**src/rtl/iter_shifter_if.sv**
```systemverilog
// Request/result bundle for the iterative shifter.
// master drives the request side, slave (the shifter) drives status and result.
interface iter_shifter_if #(
  parameter int WIDTH = 16,
  parameter int CNT_W = 4
);
  logic             start;
  logic             flush;
  logic [1:0]       opcode;
  logic [WIDTH-1:0] shift_in;
  logic [CNT_W-1:0] shift_val;
  logic             busy;
  logic             done;
  logic [WIDTH-1:0] shift_out;
  logic             carry_out;
  logic             zero;

  modport master (
    output start, flush, opcode, shift_in, shift_val,
    input  busy, done, shift_out, carry_out, zero
  );

  modport slave (
    input  start, flush, opcode, shift_in, shift_val,
    output busy, done, shift_out, carry_out, zero
  );
endinterface

```
**src/rtl/iter_shifter.sv**
```systemverilog
// Multi-cycle SRL/ROL/SLL unit, one bit position per clock; done is valid shift_val+1 cycles after accept.
// Backpressure: start is ignored while busy; flush aborts any operation and suppresses done.
module iter_shifter #(
  parameter int WIDTH = 16,
  parameter int CNT_W = 4
) (
  input  logic          clk,
  input  logic          rst_n,
  iter_shifter_if.slave sif
);

  typedef enum logic [1:0] {IDLE, SHIFT, DONE} state_t;

  state_t           state;
  state_t           state_nxt;
  logic [1:0]       op;
  logic [CNT_W-1:0] cnt;
  logic [WIDTH-1:0] out_q;
  logic             carry_q;
  logic             accept;

  // A new op may enter in IDLE or in the DONE cycle, giving back-to-back issue.
  assign accept = sif.start && !sif.flush && (state != SHIFT);

  always_ff @(posedge clk or negedge rst_n) begin
    if (!rst_n) begin
      state <= IDLE;
    end else begin
      state <= state_nxt;
    end
  end

  always_comb begin
    state_nxt = state;
    if (sif.flush) begin
      state_nxt = IDLE;
    end else begin
      case (state)
        IDLE, DONE: begin
          if (sif.start) begin
            state_nxt = (sif.shift_val == '0) ? DONE : SHIFT;
          end else begin
            state_nxt = IDLE;
          end
        end
        SHIFT: begin
          if (cnt == CNT_W'(1)) begin
            state_nxt = DONE;
          end
        end
        default: state_nxt = IDLE;
      endcase
    end
  end

  always_comb begin
    sif.busy = (state == SHIFT);
    sif.done = (state == DONE);
  end

  always_ff @(posedge clk or negedge rst_n) begin
    if (!rst_n) begin
      out_q   <= '0;
      carry_q <= 1'b0;
      op      <= 2'b00;
      cnt     <= '0;
    end else if (sif.flush) begin
      out_q   <= '0;
      carry_q <= 1'b0;
      op      <= 2'b00;
      cnt     <= '0;
    end else if (accept) begin
      out_q   <= sif.shift_in;
      carry_q <= 1'b0;
      op      <= sif.opcode;
      cnt     <= sif.shift_val;
    end else if (state == SHIFT) begin
      cnt <= cnt - 1'b1;
      case (op)
        2'b00: begin
          out_q   <= {1'b0, out_q[WIDTH-1:1]};
          carry_q <= out_q[0];
        end
        2'b10: begin
          out_q   <= {out_q[WIDTH-2:0], 1'b0};
          carry_q <= out_q[WIDTH-1];
        end
        default: begin
          out_q   <= {out_q[WIDTH-2:0], out_q[WIDTH-1]};
          carry_q <= out_q[WIDTH-1];
        end
      endcase
    end
  end

  assign sif.shift_out = out_q;
  assign sif.carry_out = carry_q;
  assign sif.zero      = (out_q == '0);

endmodule

```
**src/flat_wrapper.sv**
```systemverilog
// flat-port wrapper written by rule: the top's interface ports become plain ports
module iter_shifter_flat 
#(
  parameter int WIDTH = 16,
  parameter int CNT_W = 4
)
  (clk, rst_n, sif_start, sif_flush, sif_opcode, sif_shift_in, sif_shift_val, sif_busy, sif_done, sif_shift_out, sif_carry_out, sif_zero);
  iter_shifter_if #(.WIDTH(WIDTH), .CNT_W(CNT_W)) sif_i ();
  input  logic clk;
  input  logic rst_n;
  input wire logic [$bits(sif_i.start)-1:0] sif_start;
  input wire logic [$bits(sif_i.flush)-1:0] sif_flush;
  input wire logic [$bits(sif_i.opcode)-1:0] sif_opcode;
  input wire logic [$bits(sif_i.shift_in)-1:0] sif_shift_in;
  input wire logic [$bits(sif_i.shift_val)-1:0] sif_shift_val;
  output wire logic [$bits(sif_i.busy)-1:0] sif_busy;
  output wire logic [$bits(sif_i.done)-1:0] sif_done;
  output wire logic [$bits(sif_i.shift_out)-1:0] sif_shift_out;
  output wire logic [$bits(sif_i.carry_out)-1:0] sif_carry_out;
  output wire logic [$bits(sif_i.zero)-1:0] sif_zero;
  assign sif_i.start = sif_start;
  assign sif_i.flush = sif_flush;
  assign sif_i.opcode = sif_opcode;
  assign sif_i.shift_in = sif_shift_in;
  assign sif_i.shift_val = sif_shift_val;
  assign sif_busy = sif_i.busy;
  assign sif_done = sif_i.done;
  assign sif_shift_out = sif_i.shift_out;
  assign sif_carry_out = sif_i.carry_out;
  assign sif_zero = sif_i.zero;
  iter_shifter #(.WIDTH(WIDTH), .CNT_W(CNT_W)) u_core (.clk(clk), .rst_n(rst_n), .sif(sif_i));
endmodule
```
**config.mk**
```make
export PLATFORM = sky130hd
export DESIGN_NAME = iter_shifter_flat
export DESIGN_NICKNAME = d
export VERILOG_FILES = /design/src/rtl/iter_shifter_if.sv /design/src/rtl/iter_shifter.sv /design/src/flat_wrapper.sv
export SDC_FILE = /design/constraint.sdc
export NUM_CORES = 1
export LEC_CHECK = 0
export CAP_MARGIN = 30
export CORE_MARGIN = 8
export CORE_UTILIZATION = 40
export CTS_CLUSTER_DIAMETER = 100
export CTS_CLUSTER_SIZE = 10
export DETAILED_ROUTE_END_ITERATION = 16
export PLACE_DENSITY_LB_ADDON = 0.2
export SYNTH_ARGS = -nofsm -noshare
export SYNTH_HDL_FRONTEND = slang
export SYNTH_SLANG_ARGS = --single-unit
```
**constraint.sdc**
```tcl
create_clock -name clk -period 2.8 [get_ports clk]
set_clock_uncertainty 0.2 [all_clocks]
set_input_delay 0.42 -clock clk [delete_from_list [all_inputs] [get_ports clk]]
set_output_delay 0.42 -clock clk [all_outputs]
set_load 0.03 [all_outputs]
```
After elaboration in Yosys (flattened, before gate mapping)
Cells that the tools add are included.
Storage, ports and cells
  output and inout bits: 20
  register bits after elaboration: 25
Cells by class
  reductions and logical operators: 10
  mux-type cells: 18
  equality and inequality tests: 6
  add/sub/neg operators: 1
Operator list (count)
  16-bit two-way mux: 3
  16-bit one-hot mux with 2 select lines: 1
  16-bit zero test: 1
  2-bit two-way mux: 6
  4-bit two-way mux: 3
  2-bit == test, second input constant: 2
  4-bit by 1-bit == test with 1-bit output, second input constant: 1
  2-bit zero test: 2
  4-bit zero test: 1
  1-bit two-way mux: 4
  2-bit one-hot mux with 2 select lines: 1
  4-bit by 1-bit subtractor with 4-bit output, second input constant: 1
  3-bit by 2-bit != test with 1-bit output, second input constant: 1
  3-bit nonzero test: 1
  2-bit by 1-bit == test with 1-bit output, second input constant: 1
  1-bit logical AND: 2
  2-bit by 1-bit != test with 1-bit output, second input constant: 1
  2-bit nonzero test: 1
  2-bit OR reduction: 1
  1-bit zero test: 1

Logic depth before layout (Yosys ltp)
Gate-level depths: netlist of run 1.
  depth in word-level cells: 5
  depth in mapped cells: 6

Least setup slack after synthesis of run 1
Ideal clock, no wire load.
  path kind: register -> output
  start point: register u_core.out_q[14] (netlist: u_core.sif.shift_out[14])
  end point: output sif_zero
  data arrival time: 1.159 ns
  stages on the path, launching flop included: 3
  setup slack: 1.021 ns
  path buffers: 0
  cell sequence: dfrtp_1 nor4_1 and4_1
Between the ends
  cells in the longest elaborated chain, start to end: 1
Ends and longest elaborated chain
  start, declared: line iter_shifter.sv:18  | logic [WIDTH-1:0] out_q;
  start signal, assigned: line iter_shifter.sv:73  | out_q <= sif.shift_in;
  start signal, assigned: line iter_shifter.sv:81  | out_q <= {1'b0, out_q[WIDTH-1:1]};
  start signal, assigned: line iter_shifter.sv:85  | out_q <= {out_q[WIDTH-2:0], 1'b0};
  16-bit zero test: line iter_shifter.sv:98  | assign sif.zero = (out_q == '0);
  end, declared: line flat_wrapper.sv:20  | output wire logic [$bits(sif_i.zero)-1:0] sif_zero;
No other way between the ends.

Worst setup path after layout of run 1
  start point: register u_core.out_q[4] (netlist: u_core.sif.shift_out[4])
  end point: output sif_zero
The elaborated chain is that of the path after synthesis.

==> results of run 1 <==
-- worst register-to-register path, stage by stage, from the launching register on --
cell	delay, ns
dfrtp_1	0.39
nand2b_4	0.23
clkinv_4	0.08
buf_4	0.36
a211oi_1	0.11
a311oi_1	0.28
-- layer usage --
metal,global-route usage,vias to the layer above,part of all wire
met2,0.213,52,0.45
met1,0.193,727,0.45
met3,0.0417,10,0.076
met5,0,-,0
li1,-,704,-
met4,0.0500,0,0.018
-- stage by stage --
stage / total power, mW / setup slack [ns] / hold WS, ns / utilization
global route: 1.17 / 0.116 / 0.353 / 0.530
detailed placement: 0.896 / 0.463 / 0.350 / 0.519
CTS: 1.12 / 0.150 / 0.335 / 0.530
global placement: 0.887 / 0.482 / 0.331 / 0.519
floorplan: 0.743 / 1.02 / -0.0756 / -
finish: 1.11 / 0.160 / 0.318 / 0.530
-- flip-flops by register name, indices dropped and copies added (netlist names) --
register,cells
u_core.op,2
u_core.sif.shift_out,16
u_core.sif.carry_out,1
u_core.state,2
u_core.cnt,4
-- cell type report --
type | instances | area, um^2
clock buffer | 4 | 45.0
fill | 369 | 1850
inverter | 5 | 23.8
multi-input combinational | 122 | 841
sequential | 25 | 626
tap | 50 | 62.6
timing repair buffer | 49 | 493
-- final timing paths --
path	from	endpoint	depth (start not counted)
max reg2reg	u_core.state[1]	u_core.sif.shift_out[5]	5
min	rst_n	u_core.cnt[2]	2
min in group clk	u_core.cnt[0]	u_core.cnt[0]	1
min reg2reg	u_core.cnt[0]	u_core.cnt[0]	1
max	u_core.sif.shift_out[4]	sif_zero	3
max in group asynchronous	rst_n	u_core.sif.shift_out[6]	2
-- cells by family (layout without fill, tap and decap cells) --
logic type / Yosys count / after routing / share of synthesized area
AND/OR/NAND/NOR: 55 / 55 / 0.186
flip-flops: 25 / 25 / 0.386
XOR/XNOR: 1 / 1 / 0.00540
buffers and inverters: 21 / 58 / 0.0957
AO/OA/AOI/OAI: 61 / 61 / 0.293
multiplexers: 3 / 3 / 0.0185
adder cells (fa/ha/maj): 2 / 2 / 0.0154
-- cells in the final DEF (no fill, tap or decap) --
cell / Yosys / routed
clkdlybuf4s50_1: 0 / 45
dfrtp_1: 25 / 25
nand2_1: 20 / 20
nor2b_1: 14 / 14
a311oi_1: 14 / 14
o21ai_0: 13 / 13
a211oi_1: 12 / 12
a211oi_2: 8 / 8
nor2_1: 6 / 6
nor4_1: 5 / 5
a21oi_1: 5 / 5
inv_1: 4 / 4
o21ai_1: 3 / 3
nand3_1: 3 / 3
mux2i_1: 3 / 3
clkbuf_8: 0 / 3
buf_4: 1 / 3
nor3b_1: 2 / 2
ha_1: 2 / 2
nand2b_4: 1 / 1
clkinv_4: 1 / 1
and2b_1: 1 / 1
and4_1: 1 / 1
nor2_8: 1 / 1
a311oi_2: 1 / 1
nor3_1: 1 / 1
a32oi_1: 1 / 1
a31oi_1: 1 / 1
a211o_1: 1 / 1
xor2_1: 1 / 1
o211a_1: 1 / 1
o41ai_1: 1 / 1
clkbuf_1: 3 / 1
buf_12: 1 / 1
-- where the power goes --
| part | switching (mW) | leakage, nW | internal, mW |
|---|---|---|---|
| clock | 0.121 | 0.0228 | 0.102 |
| combinational | 0.230 | 0.431 | 0.190 |
| sequential | 0.0625 | 0.329 | 0.404 |
| total | 0.413 | 0.783 | 0.696 |
==> impl_metrics.toml, run 1 <==
[outcome]
status = "finished clean"

[synth]
ys_top_cells_by_area = "dfrtp_1 39%, a311oi_1 7.6%, a211oi_2 6.2%"
synthArstFlopShare = 1.00
avgSynthCellArea_um2 = 9.65
ys.flop_type = "dfrtp_1"
synth_common_cells = "25 x dfrtp_1, 20 x nand2_1, 14 x a311oi_1, 14 x nor2b_1, 13 x o21ai_0"
synth_area_leader_cell = "dfrtp_1"
post-synth-top-count-cell = "dfrtp_1"
synthDominantCellAreaShare = 0.386
synth_edf_count = 0
synth_seq_cells = 25
syn_inst = 168
syn-cell-area_um2 = 1620
yosysWarnings = 0
synth_fp_nets = 196
netlist-cell-type-count = 34
ys_seq_area_frac = 0.386

[run]
drv_cap = 0

[clock_tree]
numCtsBuffers = 3
cts_resized = 0
htreeDepth = 1
cts_root_buffer = "clkbuf_8"
clockBufferDepth = 2
ctsHoldBuffers = 0
clk_latency_ns = 0.28
clk_pin_slew_ns = 0.09
clock_sinks = 25
tritoncts = "done"
post-cts-setup-buffers = 0

[placement]
portBuffers = 45
finalWeightedCongestion = 0.768
dpl_cell_area_um2 = 2050
place_hpwl_um = 3160
placedCellCount = 251

[timing]
worstMarginPinSlew_ns = 0.685
fin_crit_ns = 2.64
fmax_ghz = 0.379
maxSlewHeadroom = 0.543
fin_tns_setup_ns = 0
min_period_over_period = 0.943
rsz0062_at_grt = "false"
hold_violations = 0
setup_violations = 0
maxSlewViolCount = 0

[power_and_ir_drop]
power_density_nw_per_um2 = 530
irDropWorstVdd_mv = 0.229
p_leak_nw = 0.783

[floorplanning]
rows = 23
initial_core_util = 0.411
ios = 46
die-width_um = 79.7
dieArea_um2 = 6350
fp.dieH_um = 79.7
core_area_um2 = 3940

[setup_path]
start_kind = "register"
crit_arrival_ns = 2.02
cpPeakStageDelay_ns = 0.68
cp_max_fo = 5
slowest_stage = "clkdlybuf4s50_1"
path_buf_inv = 1
rrSetupSlack_ns = 1.05
path_cells = "nor4_1 > and4_1 > clkdlybuf4s50_1"
cp.required_ns = 2.18
crit_path_end_kind = "output pin"
crit_type = "reg2out"
path_delay_family = "buffers and inverters"

[grt]
grt_max_degree = 41
grt_overflow_total = 0
grt_pass1_wl_um = 7430
track_usage = 0.144
antenna_found_initial = 0
grt_pass1_vias = 1464

[final_layout]
finalInstanceArea_um2 = 2090
syn_to_final_growth_pct = 28.9
fin_nets = 234
final_cells = 255
diodes = 0
layout-drive-gt1-share = 0.0927

[detailed_routing]
dr_total_vias = 1493
ant_nets = 0
dr.pass1.iters = 4
drc = 0
wl_per_cell_um = 17.8
wl_um = 4550
viasPerCell = 5.85
drt_iter0_drc = 101

[worst_hold_path]
hold_class = "in2async"
(Power assumes the default switching activity.)
==> run 2: changes to the inputs <==
CTS_BUF_LIST = sky130_fd_sc_hd__clkbuf_16   (was not set)
==> run 2 against run 1 <==
  * Non-clock buffer count stayed put
  * Worst setup slack gained 0.029 ns
  * Cell count unchanged
  * Register-to-register slack about the same
  * Global-route usage is essentially flat
  * Core utilization increased by 0.86 points
  * Maximum frequency is 1.1% higher
  * Sequential share of layout area fell by 0.48 points
==> impl_metrics.toml, run 2 (same netlist as run 1, synthesis figures left out) <==
[outcome]
status = "finished clean"

[final_layout]
num-fill-cells = 358
layout_common_cells = "45 x clkdlybuf4s50_1, 25 x dfrtp_1, 20 x nand2_1"
layout_commonest_cell = "clkdlybuf4s50_1"
fin_nets = 234
diodes = 0
layout-drive-gt1-share = 0.0927
final_util = 0.539
syn_to_final_growth_pct = 31.0
largest_reg_flops = 16

[floorplanning]
dieArea_um2 = 6350
core_area_um2 = 3940
ios = 46
die-width_um = 79.7
initial_core_util = 0.411
fp.dieH_um = 79.7
rows = 23

[clock_tree]
clockBufferDepth = 2
numCtsBuffers = 3
tritoncts = "done"
clk_pin_slew_ns = 0.07
cts_root_buffer = "clkbuf_16"
clock_sinks = 25
post-cts-setup-buffers = 0
clk_latency_ns = 0.26
ctsHoldBuffers = 0
cts_resized = 0
htreeDepth = 1

[detailed_routing]
drt_iter0_drc = 109
wl_per_cell_um = 17.9
dr_total_vias = 1471
drc = 0
wl_um = 4550
dr.pass1.iters = 4
ant_nets = 0
viasPerCell = 5.77

[grt]
antenna_found_initial = 0
grt_pass1_vias = 1447
use_met3 = 0.0417
top_usage_layer = "met2"
grt_use_met2 = 0.214
grt_max_degree = 41
grt_overflow_total = 0
grt_pass1_wl_um = 7420
grtUsageMet1 = 0.194
track_usage = 0.144

[power_and_ir_drop]
power_mw = 1.20
p_leak_nw = 0.802
irDropWorstVdd_mv = 0.258
power_density_nw_per_um2 = 566

[run]
drv_cap = 0

[placement]
place_hpwl_um = 3160
finalWeightedCongestion = 0.768
portBuffers = 45

[setup_path]
rrSetupSlack_ns = 1.06
cp_max_fo = 5
cp.required_ns = 2.18
crit_arrival_ns = 1.99
start_kind = "register"
path_cells = "nor4_1 > and4_1 > clkdlybuf4s50_1"
crit_path_end_kind = "output pin"
cpPeakStageDelay_ns = 0.68
slowest_stage = "clkdlybuf4s50_1"
reg2reg_depth = 5
crit_type = "reg2out"

[timing]
fin_tns_setup_ns = 0
setup_violations = 0
maxSlewViolCount = 0
worstMarginPinSlew_ns = 0.684
fmax_ghz = 0.383
hold_violations = 0
fin_crit_ns = 2.61
min_period_over_period = 0.932
rsz0062_at_grt = "false"
maxSlewHeadroom = 0.544

[worst_hold_path]
hold_class = "in2async"
-- run 2: changes by cell type in the layout (fill, tap and decap cells not counted) --
cell | previous run | this run
inv_1 | 4 | 5
clkbuf_1 | 1 | 0
clkbuf_8 | 3 | 0
clkbuf_16 | 0 | 3
-- run 2: through the flow --
step / cell area, um^2 / setup WS [ns] / hold slack (ns) / instances
floorplan: 1620 / 1.02 / -0.0756 / 168
global placement: 2050 / 0.482 / 0.331 / 251
detailed placement: 2050 / 0.463 / 0.350 / 251
CTS: 2120 / 0.179 / 0.359 / 255
global route: 2120 / 0.143 / 0.381 / 255
finish: 2120 / 0.189 / 0.342 / 255
-- run 2: layer usage --
layer	wire length, um	part of all wire	vias up
li1	-	-	705
met1	2040	0.45	704
met2	2090	0.46	56
met3	382	0.084	6
met4	42	0.0092	0
met5	0	0	-
-- run 2: layout make-up --
type | instances | area, um^2 | share of cell area
clock buffer | 3 | 75.1 | 0.0353
clock inverter | 1 | 3.75 | 0.00177
inverter | 5 | 23.8 | 0.0112
multi-input combinational | 122 | 841 | 0.396
sequential | 25 | 626 | 0.294
tap | 50 | 62.6 | 0.0294
timing repair buffer | 49 | 493 | 0.232
-- run 2: critical path, delay by kind of cell, from the launching register on --
family,cells,cell delay (ns)
buffers and inverters,1,0.68
DFF,1,0.41
and+or+nand+nor,2,0.64
-- run 2: report_power, final --
part | total, mW | leakage, nW | internal, mW | switching, mW
Clock | 0.317 | 0.0423 | 0.191 | 0.126
Sequential | 0.467 | 0.329 | 0.405 | 0.0623
Combinational | 0.419 | 0.431 | 0.190 | 0.230
Total | 1.20 | 0.802 | 0.785 | 0.418
-- run 2: path summary, 6_finish.rpt --
check	from	end
hold / removal	rst_n	u_core.cnt[2]
max in group asynchronous	rst_n	u_core.sif.shift_out[6]
hold reg to reg	u_core.cnt[0]	u_core.cnt[0]
setup / recovery	u_core.sif.shift_out[4]	sif_zero
setup reg to reg	u_core.state[1]	u_core.sif.carry_out
min in group clk	u_core.cnt[0]	u_core.cnt[0]
